==> src/rtl/straight_check_sequencer.sv <==
// straight_check_sequencer: drives the shared straight-line scanner in the
// order UP, LEFT, RIGHT, DOWN around a king square and collects rook/queen
// attackers into a check flag, first-attacker record and per-direction mask.
// Optional build macro: CHECK_EARLY_EXIT_EN stops scanning after the first
// attacker is sampled and finishes on the next cycle.
module straight_check_sequencer #(
  parameter int         SCAN_LATENCY = 1,
  parameter logic [2:0] ROOK_CODE    = 3'd4,
  parameter logic [2:0] QUEEN_CODE   = 3'd5
) (
  input  logic       clk,
  input  logic       rst,
  input  logic       start,
  input  logic [5:0] king_pos,
  input  logic       king_color,
  output logic       busy,
  output logic       done,
  output logic       in_check,
  output logic [5:0] attacker_pos,
  output logic [1:0] attacker_dir,
  output logic [3:0] attack_mask,
  output logic       scan_req,
  output logic [5:0] scan_pos,
  output logic [1:0] scan_dir,
  input  logic [5:0] scan_nearest_pos,
  input  logic [3:0] scan_nearest_piece
);

  typedef enum logic [1:0] {IDLE, ISSUE, WAIT, DONE} state_t;

  localparam logic [1:0] LAST_CNT = 2'(SCAN_LATENCY - 1);

  state_t     state_q, state_d;
  logic [1:0] dir_q, dir_d;
  logic [1:0] cnt_q, cnt_d;
  logic [5:0] kpos_q, kpos_d;
  logic       kcol_q, kcol_d;
  logic       busy_q, busy_d;
  logic       done_q, done_d;
  logic       in_check_q, in_check_d;
  logic [5:0] attacker_pos_q, attacker_pos_d;
  logic [1:0] attacker_dir_q, attacker_dir_d;
  logic [3:0] attack_mask_q, attack_mask_d;
  logic       scan_req_q, scan_req_d;
  logic [5:0] scan_pos_q, scan_pos_d;
  logic [1:0] scan_dir_q, scan_dir_d;
  logic       hit;

  // A direction is skipped when the king already sits on that board edge.
  function automatic logic is_skip(input logic [1:0] d, input logic [5:0] p);
    case (d)
      2'd0:    is_skip = (p[2:0] == 3'd0);
      2'd1:    is_skip = (p[5:3] == 3'd0);
      2'd2:    is_skip = (p[5:3] == 3'd7);
      default: is_skip = (p[2:0] == 3'd7);
    endcase
  endfunction

  // Classify the scanner result: enemy rook or queen that is not the king itself.
  always_comb begin
    hit = ((scan_nearest_piece[2:0] == ROOK_CODE) || (scan_nearest_piece[2:0] == QUEEN_CODE)) &&
          (scan_nearest_piece[3] != kcol_q) && (scan_nearest_pos != kpos_q);
  end

  // Next-state and next-output logic; outputs are registered from the next state.
  always_comb begin
    state_d        = state_q;
    dir_d          = dir_q;
    cnt_d          = cnt_q;
    kpos_d         = kpos_q;
    kcol_d         = kcol_q;
    in_check_d     = in_check_q;
    attacker_pos_d = attacker_pos_q;
    attacker_dir_d = attacker_dir_q;
    attack_mask_d  = attack_mask_q;
    case (state_q)
      IDLE: begin
        if (start) begin
          kpos_d         = king_pos;
          kcol_d         = king_color;
          in_check_d     = 1'b0;
          attacker_pos_d = 6'd0;
          attacker_dir_d = 2'd0;
          attack_mask_d  = 4'd0;
          dir_d          = 2'd0;
          state_d        = ISSUE;
        end
      end
      ISSUE: begin
        if (is_skip(dir_q, kpos_q)) begin
          if (dir_q == 2'd3) begin
            state_d = DONE;
          end else begin
            dir_d = dir_q + 2'd1;
          end
        end else begin
          cnt_d   = 2'd0;
          state_d = WAIT;
        end
      end
      WAIT: begin
        if (cnt_q == LAST_CNT) begin
          if (hit) begin
            attack_mask_d[dir_q] = 1'b1;
            if (!in_check_q) begin
              in_check_d     = 1'b1;
              attacker_pos_d = scan_nearest_pos;
              attacker_dir_d = dir_q;
            end
          end
          if (dir_q == 2'd3) begin
            state_d = DONE;
          end else begin
            state_d = ISSUE;
            dir_d   = dir_q + 2'd1;
          end
`ifdef CHECK_EARLY_EXIT_EN
          if (hit) begin
            state_d = DONE;
          end
`else
`endif
        end else begin
          cnt_d = cnt_q + 2'd1;
        end
      end
      default: begin
        state_d = IDLE;
      end
    endcase
    scan_req_d = (state_d == ISSUE) && !is_skip(dir_d, kpos_d);
    scan_dir_d = scan_req_d ? dir_d : scan_dir_q;
    scan_pos_d = scan_req_d ? kpos_d : scan_pos_q;
    busy_d     = (state_d == ISSUE) || (state_d == WAIT);
    done_d     = (state_d == DONE);
  end

  // State and registered outputs; reset aborts any scan in progress.
  always_ff @(posedge clk) begin
    if (rst) begin
      state_q        <= IDLE;
      dir_q          <= 2'd0;
      cnt_q          <= 2'd0;
      kpos_q         <= 6'd0;
      kcol_q         <= 1'b0;
      busy_q         <= 1'b0;
      done_q         <= 1'b0;
      in_check_q     <= 1'b0;
      attacker_pos_q <= 6'd0;
      attacker_dir_q <= 2'd0;
      attack_mask_q  <= 4'd0;
      scan_req_q     <= 1'b0;
      scan_pos_q     <= 6'd0;
      scan_dir_q     <= 2'd0;
    end else begin
      state_q        <= state_d;
      dir_q          <= dir_d;
      cnt_q          <= cnt_d;
      kpos_q         <= kpos_d;
      kcol_q         <= kcol_d;
      busy_q         <= busy_d;
      done_q         <= done_d;
      in_check_q     <= in_check_d;
      attacker_pos_q <= attacker_pos_d;
      attacker_dir_q <= attacker_dir_d;
      attack_mask_q  <= attack_mask_d;
      scan_req_q     <= scan_req_d;
      scan_pos_q     <= scan_pos_d;
      scan_dir_q     <= scan_dir_d;
    end
  end

  assign busy         = busy_q;
  assign done         = done_q;
  assign in_check     = in_check_q;
  assign attacker_pos = attacker_pos_q;
  assign attacker_dir = attacker_dir_q;
  assign attack_mask  = attack_mask_q;
  assign scan_req     = scan_req_q;
  assign scan_pos     = scan_pos_q;
  assign scan_dir     = scan_dir_q;

endmodule

==> config.mk <==
export PLATFORM = sky130hd
export DESIGN_NAME = straight_check_sequencer
export DESIGN_NICKNAME = d
export VERILOG_FILES = /design/src/rtl/straight_check_sequencer.sv
export SDC_FILE = /design/constraint.sdc
export NUM_CORES = 1
export LEC_CHECK = 0
export CAP_MARGIN = 20
export CORE_UTILIZATION = 45
export CTS_CLUSTER_DIAMETER = 40
export DETAILED_ROUTE_END_ITERATION = 8
export GPL_TIMING_DRIVEN = 0
export PLACE_DENSITY_LB_ADDON = 0.15
export SLEW_MARGIN = 20
export SYNTH_ARGS = -nofsm -noshare
export SYNTH_HDL_FRONTEND = slang
export SYNTH_SLANG_ARGS = --single-unit
==> constraint.sdc <==
create_clock -name clk -period 5.27 [get_ports clk]
set_input_delay 1.054 -clock clk [delete_from_list [all_inputs] [get_ports clk]]
set_output_delay 1.054 -clock clk [all_outputs]
set_load 0.02 [all_outputs]
==> flow_metrics.tcl <==
set metrics [dict create \
    ant_nets 0 \
    cpPeakStageDelay_ns 0.50 \
    worstMarginPinSlew_ns 0.642 \
    critical_path.top_delay_family "buffers and inverters" \
    first_pass_iters 4 \
    netlist.area_leader.share_pct 42.1 \
    cp_data_required_time_ns 5.45 \
    cp-start-kind "input pin" \
    rsz0062_at_grt "no" \
    synth_ff_type "dfxtp_1" \
    hold_class "flop to flop" \
    grt_max_degree 12 \
    yosys-top-cells-area "dfxtp_1, mux2_2, nand2_1" \
    cts_resized 0 \
    via_per_inst 5.25 \
    hold_slack_ns 0.477 \
    h-tree-depth 2 \
    final_net_count 272 \
    rrSetupSlack_ns 2.46 \
    synth-edff-count 0 \
    ys.warnings.count 0 \
    die_w_microns 64.5 \
    drc 0 \
    antennaDiodeCount 0 \
    die_area_sq_um 4170 \
    cp-startpoint "start" \
    slew_violations 0 \
    io_buffers 41 \
    grt-ovfl-total 0 \
    start_util_pct 47.4 \
    avgSynthCellArea_sq_um 8.76 \
    cap_violations 0 \
    syn-cell-area_sq_um 1760 \
    synth_cells 201 \
    crit_type "input pin to flop" \
    max_freq_mhz 290 \
    cts_hold_buffers 0 \
    synth_seq_cells 37 \
    die_h_microns 64.5 \
    critPathCapture "scan_pos[3]" \
    critical_path.slowest_cell "clkdlybuf4s50_1" \
    clockBufferDepth 2 \
    p_per_area_nw_per_um2 308 \
    async_flop_share_pct 0 \
    drt_iter0_markers 130 \
    path_buf_inv 2 \
    coreArea_sq_um 3720 \
    dp_slack_ns 1.49 \
    status "completed" \
    drive_gt1_share_pct 8.80 \
    grt_pass1_wl_mm 6.79 \
    gp_congestion 0.932 \
    slew-limit-headroom_pct 57.2 \
    finalSetupViolCount 0 \
    fin_ws_ns 1.82 \
    cts_made_buffers 5 \
    p_leak_nw 0.888 \
    worstSkewPairLatency_ns 0.29 \
    grt_pass1_vias 1500 \
    endpoint_kind "flop" \
    arrival_ns 3.63 \
    path_max_fanout 10 \
    hold_violations 0 \
    synth_top_area_cell "dfxtp_1" \
    ctsRootBufferMaster "clkbuf_8" \
    cts_tree "built" \
    io_pins 44 \
    syn_to_final_growth_pct 33.3 \
    fin_crit_sh_pct 65.5 \
    clock_sinks 37 \
    synth_nets 224 \
    crit_cells 9 \
    period_needed_ns 3.45 \
    totalWireLength_mm 3.97 \
    dp.final_hpwl_mm 2.99 \
    clock_skew_ns 0.00731 \
    yosysSeqAreaShare_pct 42.1 \
    tns_ns 0 \
    cp_cell_sequence "clkdlybuf4s50_1 -> nor3b_2 -> buf_2 -> nor2_1 -> o21ai_0 -> ha_1 -> o211ai_1 -> mux2i_4 -> mux2_2" \
    drt-wirelength-per-cell_microns 13.3 \
    regToRegEndpoint "scan_pos[3]" \
    vdd_drop_max_uv 187 \
    fill_cells 341 \
    reg2reg_depth 8 \
    via_count 1564 \
    yosys.cell_types.count 36 \
    grt.total_usage_pct 20.9 \
    row_count 22 \
    antenna_found_initial 0 \
    cts_setup_buffers 0 \
    clk_pin_slew_worst_paths_ns 0.07 \
    crit-reg2reg-launch "dir_q[1]" \
]
[sequential cells by signal (all words and copies together), names as in the netlist]
signal and count:
done 1, scan_req 1, busy 1, kpos_q 6, scan_pos 6, state_q 2, dir_q 2, kcol_q 1
in_check 1, scan_dir 2, cnt_q 2, attacker_dir 2, attack_mask 4, attacker_pos 6
[stage by stage]
step / cell area [sq um] / cells / utilization (%) / power, W
CTS: 2350 / 298 / 63.2 / 0.000728
floorplan: 1760 / 201 / - / 0.000419
global placement: 2230 / 290 / 60.0 / 0.000477
finish: 2350 / 298 / 63.2 / 0.000722
detailed placement: 2230 / 290 / 60.0 / 0.000478
global route: 2350 / 298 / 63.2 / 0.000756
[power by group]
part	internal, W	leakage, nW	switching (W)
clock network	0.000154	0.0585	0.0000961
logic	0.0000764	0.529	0.0000887
registers	0.000296	0.300	0.0000103
total	0.000527	0.888	0.000195
[layer usage]
| metal | vias to the layer above | global-route usage (%) | share of wire [%] |
|---|---|---|---|
| li1 | 796 | - | - |
| met1 | 734 | 27.0 | 48 |
| met2 | 31 | 34.2 | 48 |
| met3 | 3 | 5.46 | 3.6 |
| met4 | 0 | 5.83 | 0.78 |
| met5 | - | 0 | 0 |
[placed cells by master, fill, tap and decap left out, types with 7 or more instances in the layout]
| cell type | synthesis | final |
|---|---|---|
| clkdlybuf4s50_1 | 0 | 41 |
| a21oi_1 | 16 | 16 |
| nand2_1 | 25 | 25 |
| o21ai_0 | 10 | 10 |
| mux2_2 | 9 | 9 |
| inv_1 | 7 | 7 |
| xor2_1 | 7 | 7 |
| clkbuf_1 | 8 | 9 |
| nor2b_1 | 11 | 11 |
| nand3b_1 | 8 | 8 |
| nor2_1 | 15 | 15 |
| dfxtp_1 | 37 | 37 |
[cells in the mapped netlist, types with 2 or more instances]
master,count
inv_1,7
clkbuf_1,8
or3_1,2
dfxtp_1,37
ha_1,3
a21oi_1,16
o21ai_0,10
buf_2,3
nor4_1,3
nor3_1,5
nand3_1,6
xor2_1,7
nor2_1,15
nand3b_1,8
a32oi_1,4
mux2_2,9
nor2b_1,11
nand2b_1,2
mux2i_1,4
nand2_1,25
[worst min-delay path by stage]
stage	from	endpoint	slack [ns]	cells past startpoint
CTS	kcol_q	kcol_q	0.48	2
global route	kcol_q	kcol_q	0.53	2
global placement	kcol_q	kcol_q	0.46	2
floorplan	kcol_q	kcol_q	0.45	2
finish	kcol_q	kcol_q	0.48	2
detailed placement	kcol_q	kcol_q	0.47	2
[layout make-up]
cell class                      count  area (sq um)  share of cell area (%)
Timing Repair Buffer               41           410                    17.5
Clock inverter                      1          30.0                    1.28
Clock buffer                        7          86.3                    3.68
Sequential cell                    37           741                    31.6
Buffer                             11          45.0                    1.92
Tap cell                           48          60.1                    2.56
Inverter                            7          26.3                    1.12
Multi-Input combinational cell    146           948                    40.4
[worst register-to-register path, delay by kind of cell (launching register included)]
kind | cells | cell delay (ns)
buffers and inverters | 1 | 0.18
adder cells (fa/ha/maj) | 1 | 0.28
multiplexers | 2 | 0.73
AND/OR/NAND/NOR | 1 | 0.51
flip-flops | 1 | 0.31
AO/OA/AOI/OAI | 3 | 0.68
[kinds of logic (layout without fill, tap and decap cells)]
logic type,after synthesis,in the layout,share of synthesized area [%]
and+or+nand+nor,83,83,24.7
buffers and inverters,18,67,4.05
muxes,14,14,9.31
AOI/OAI and AO/OA,39,39,14.3
DFF,37,37,42.1
adders and majority gates,3,3,2.13
xor gates and xnor gates,7,7,3.48
No activity file was read; power rests on OpenSTA's default activity.
